==> config.mk <==
export PLATFORM = sky130hd
export DESIGN_NAME = mem_bank
export DESIGN_NICKNAME = d
export VERILOG_FILES = /design/src/rtl/mem_bank.sv
export SDC_FILE = /design/constraint.sdc
export NUM_CORES = 2
export LEC_CHECK = 0
export CAP_MARGIN = 0
export CORE_ASPECT_RATIO = 1.1
export CORE_MARGIN = 4
export CORE_UTILIZATION = 67
export DETAILED_ROUTE_END_ITERATION = 8
export PLACE_DENSITY_LB_ADDON = 0.2
export SYNTH_ARGS = -nofsm -noshare
export SYNTH_HDL_FRONTEND = slang
export SYNTH_SLANG_ARGS = --single-unit
==> constraint.sdc <==
create_clock -name clk -period 6.1 [get_ports clk]
set_input_delay 1.22 -clock clk [delete_from_list [all_inputs] [get_ports clk]]
set_output_delay 1.22 -clock clk [all_outputs]
set_load 0.01 [all_outputs]
==> src/rtl/mem_bank.sv <==
// Word-addressed memory bank with byte-enable writes and 1-cycle reads.
// Contents are zeroed by a DEPTH-cycle sweep after reset or soft clear.
module mem_bank #(
  parameter int DATA_W = 64,
  parameter int ADDR_W = 5
) (
  input  logic                clk,
  input  logic                reset,
  input  logic                clear,
  input  logic                req_valid,
  output logic                req_ready,
  input  logic                mode,
  input  logic [ADDR_W-1:0]   addr,
  input  logic [DATA_W-1:0]   data_in,
  input  logic [DATA_W/8-1:0] byte_en,
  output logic [DATA_W-1:0]   data_out,
  output logic                rd_valid,
  output logic                init_done
);

  localparam int DEPTH = 2**ADDR_W;
  localparam int NB = DATA_W/8;

  typedef enum logic {
    INIT = 1'b0,
    RUN  = 1'b1
  } state_t;

  state_t            state;
  state_t            state_nx;
  logic [ADDR_W-1:0] cnt;
  logic [DATA_W-1:0] mem [DEPTH];
  logic              accept;
  logic              wr_en;
  logic              rd_en;

  // cnt idles at 0 in RUN, so a clear restarts the sweep from address 0
  always_ff @(posedge clk or negedge reset) begin
    if (!reset) begin
      state <= INIT;
      cnt   <= '0;
    end else begin
      state <= state_nx;
      if (state == RUN) cnt <= '0;
      else              cnt <= cnt + ADDR_W'(1);
    end
  end

  always_comb begin
    state_nx = state;
    unique case (state)
      INIT: if (&cnt) state_nx = RUN;
      RUN:  if (clear) state_nx = INIT;
    endcase
  end

  always_comb begin
    req_ready = (state == RUN) && !clear;
    init_done = (state == RUN);
    accept    = req_valid && req_ready;
    wr_en     = accept && !mode;
    rd_en     = accept && mode;
  end

  always_ff @(posedge clk) begin
    if (state == INIT) begin
      mem[cnt] <= '0;
    end else if (wr_en) begin
      for (int b = 0; b < NB; b++) begin
        if (byte_en[b]) mem[addr][8*b +: 8] <= data_in[8*b +: 8];
      end
    end
  end

  always_ff @(posedge clk or negedge reset) begin
    if (!reset) begin
      data_out <= '0;
      rd_valid <= 1'b0;
    end else begin
      rd_valid <= rd_en;
      if (rd_en) data_out <= mem[addr];
    end
  end

endmodule

==> results.sh <==
export IMPL_finalClockSkew_ns=0.0281
export IMPL_core_area_um2=122000
export IMPL_avgSynthCellArea_um2=21.6
export IMPL_ys_ff_latch=2119
export IMPL_powerDensity_nw_per_um2=377
export IMPL_port_buffers=148
export IMPL_grt_ovfl_total=0
export IMPL_synth_cell_area_um2=82200
export IMPL_crit_start="init_done"
export IMPL_insertion_delay_ns=0.82
export IMPL_leakagePower_nw=31.0
export IMPL_cts_buffers=191
export IMPL_synth_distinct_cells=42
export IMPL_htreeDepth=4
export IMPL_clock_path_buffers=3
export IMPL_period_needed_ns=4.79
export IMPL_die_x_um=342
export IMPL_synth_nets=3881
export IMPL_final_cell_mix="2,048 x edfxtp_1, 527 x mux4_2, 208 x nor2_1, 200 x clkbuf_16"
export IMPL_synth_edff_count=2048
export IMPL_peakVddDrop_uv=324
export IMPL_worstHoldPathType="reg -> reg"
export IMPL_required_ns=6.54
export IMPL_die_h_um=375
export IMPL_post_cts_setup_buffers=0
export IMPL_tightest_slew_ns=1.31
export IMPL_cts_root_buffer="clkbuf_16"
export IMPL_reg2reg_slack_ns=1.31
export IMPL_yosysSeqAreaShare_pct=77.0
export IMPL_cts_tree="yes"
export IMPL_dp_cells=5481
export IMPL_fmax_mhz=209
export IMPL_fillerInstances=6198
export IMPL_post_route_period_util_pct=78.5
export IMPL_crit_path_end_kind="flip-flop"
export IMPL_die_area_um2=128000
export IMPL_drive_gt1_share_pct=25.0
export IMPL_path_class="reg -> reg"
export IMPL_grt_pass1_vias=42000
export IMPL_r2r_start="init_done"
export IMPL_start_util_pct=67.6
export IMPL_antenna_found_initial=5
export IMPL_rsz0062_at_grt="no"
export IMPL_cts_resized=0
export IMPL_wl_per_cell_um=34.5
export IMPL_slew_viol_final=0
export IMPL_vias=41300
export IMPL_status="completed"
export IMPL_ys_async_sr_fraction_pct=3.35
export IMPL_drt_iter0_markers=6373
export IMPL_setup_viol=0
export IMPL_clock_sinks=2119
export IMPL_ant_nets=0
export IMPL_start_kind="flip-flop"
export IMPL_clk_pin_slew_ns=0.06
export IMPL_grt_pass1_wl_um=296000
export IMPL_grt_max_degree=141
export IMPL_syn_inst=3797
export IMPL_vias_per_cell=7.07
export IMPL_ctsHoldBuffers=0
export IMPL_cap_violations=0
export IMPL_routed_wl_um=202000
export IMPL_finalHoldViolCount=0
export IMPL_r2r_cells=7
export IMPL_firstDrtPassIters=6
export IMPL_fp_row_count=134
export IMPL_ios=149
export IMPL_final_cells=5838
export IMPL_gp_congestion=0.811
export IMPL_ys_flop_type="edfxtp_1"
export IMPL_drc=0
export IMPL_setup_tns_ns=0
export IMPL_arrival_ns=5.23
export IMPL_crit_path_end="mem[2][12]"
export IMPL_slew_headroom_pct=12.9
export IMPL_hpwl_um=116000
export IMPL_globalRouteTotalUtil_pct=32.3
export IMPL_ys_warnings_count=0
export IMPL_syn_to_final_growth_pct=12.0
export IMPL_final_common_cell="edfxtp_1"
export IMPL_worstReg2RegEnd="mem[2][12]"
export IMPL_cp_max_fo=44
export IMPL_final_nets=4126
==> Yosys cell counts (all sizes together) (5+ instances only) <==
cell / n / share of area, %
a211o: 31 / 0.33
a211oi: 62 / 0.57
a21oi: 56 / 0.34
a221oi: 27 / 0.29
a22oi: 142 / 1.3
a31oi: 6 / 0.046
and2: 66 / 0.50
buf: 126 / 0.89
clkbuf: 111 / 0.51
dfrtp: 71 / 2.2
edfxtp: 2048 / 75
inv: 5 / 0.023
mux2: 5 / 0.087
mux2i: 62 / 0.82
mux4: 527 / 14
nand2: 95 / 0.43
nand3: 10 / 0.061
nand4: 16 / 0.41
nor2: 272 / 1.4
nor2b: 6 / 0.046
o21ai: 32 / 0.19
==> critical path: stages, from the launching register on <==
cell	delay [ns]
dfrtp_1	0.95
nand2b_2	0.19
a2111oi_4	0.45
buf_12	0.34
mux2i_4	0.66
nand4_4	0.78
buf_4	0.45
nor2_1	0.55
==> per-stage QoR <==
stage | utilization (%) | worst slack (ns) | total power [mW] | hold WS (ns) | instance area, µm²
after detailed placement | 70.5 | 0.632 | 22.8 | 0.469 | 85700
after global routing | 75.7 | 1.13 | 35.6 | 0.498 | 92000
after global placement | 70.5 | 0.722 | 22.6 | 0.462 | 85700
after floorplan | - | 2.37 | 20.8 | 0.506 | 82200
after CTS | 75.7 | 1.29 | 34.7 | 0.482 | 92000
final | 75.7 | 1.31 | 34.6 | 0.476 | 92000
==> where the power goes <==
| group | total, mW | switching (mW) | internal, mW |
|---|---|---|---|
| sequential | 18.0 | 0.527 | 17.5 |
| clock | 12.0 | 5.21 | 6.79 |
| combinational | 4.59 | 3.08 | 1.51 |
| total | 34.6 | 8.81 | 25.8 |
==> state kept, by name, summed over array words and instances (netlist names) <==
signal / count
rd_valid: 1
mem: 2048
cnt: 5
data_out: 64
init_done: 1
==> area by class of cell <==
cell class	instances	area, µm²	area share, %
antenna	2	5.00	0.00544
sequential	2119	63300	68.8
multi-input combinational	1435	17700	19.3
timing repair buffer	289	2640	2.87
clock buffer	249	5260	5.72
inverter	6	26.3	0.0286
clock inverter	106	983	1.07
tap	1632	2040	2.22
==> logic make-up (layout without fill, tap and decap cells) <==
| group | Yosys count | count (layout) | share of synthesized area [%] |
|---|---|---|---|
| muxes | 594 | 594 | 15.3 |
| buffers and inverters | 243 | 650 | 1.43 |
| other | 0 | 2 | 0 |
| DFF | 2119 | 2119 | 77.0 |
| adders and majority gates | 2 | 2 | 0.0305 |
| xor gates and xnor gates | 2 | 2 | 0.0213 |
| AOI/OAI and AO/OA | 361 | 361 | 3.13 |
| and+or+nand+nor | 476 | 476 | 3.02 |
==> per-layer routing <==
metal  GRT usage, %  up-vias  share of wire, %
met5              0        -                 0
met4           13.4        0               4.7
met3           7.21      518                11
met2           50.5     3051                49
met1           45.3    21400                35
li1               -    16400                 -
==> how the worst min path moves through the flow <==
| stage | depth (start not counted) | slack, ns | from | to |
|---|---|---|---|---|
| after global placement | 2 | 0.46 | data_out[52] | data_out[52] |
| after CTS | 2 | 0.48 | data_out[23] | data_out[23] |
| after global routing | 2 | 0.50 | data_out[23] | data_out[23] |
| final | 2 | 0.48 | data_out[24] | data_out[24] |
| after detailed placement | 2 | 0.47 | data_out[23] | data_out[23] |
| after floorplan | 1 | 0.51 | cnt[0] | cnt[0] |
Power figures use the tool's default switching activity.
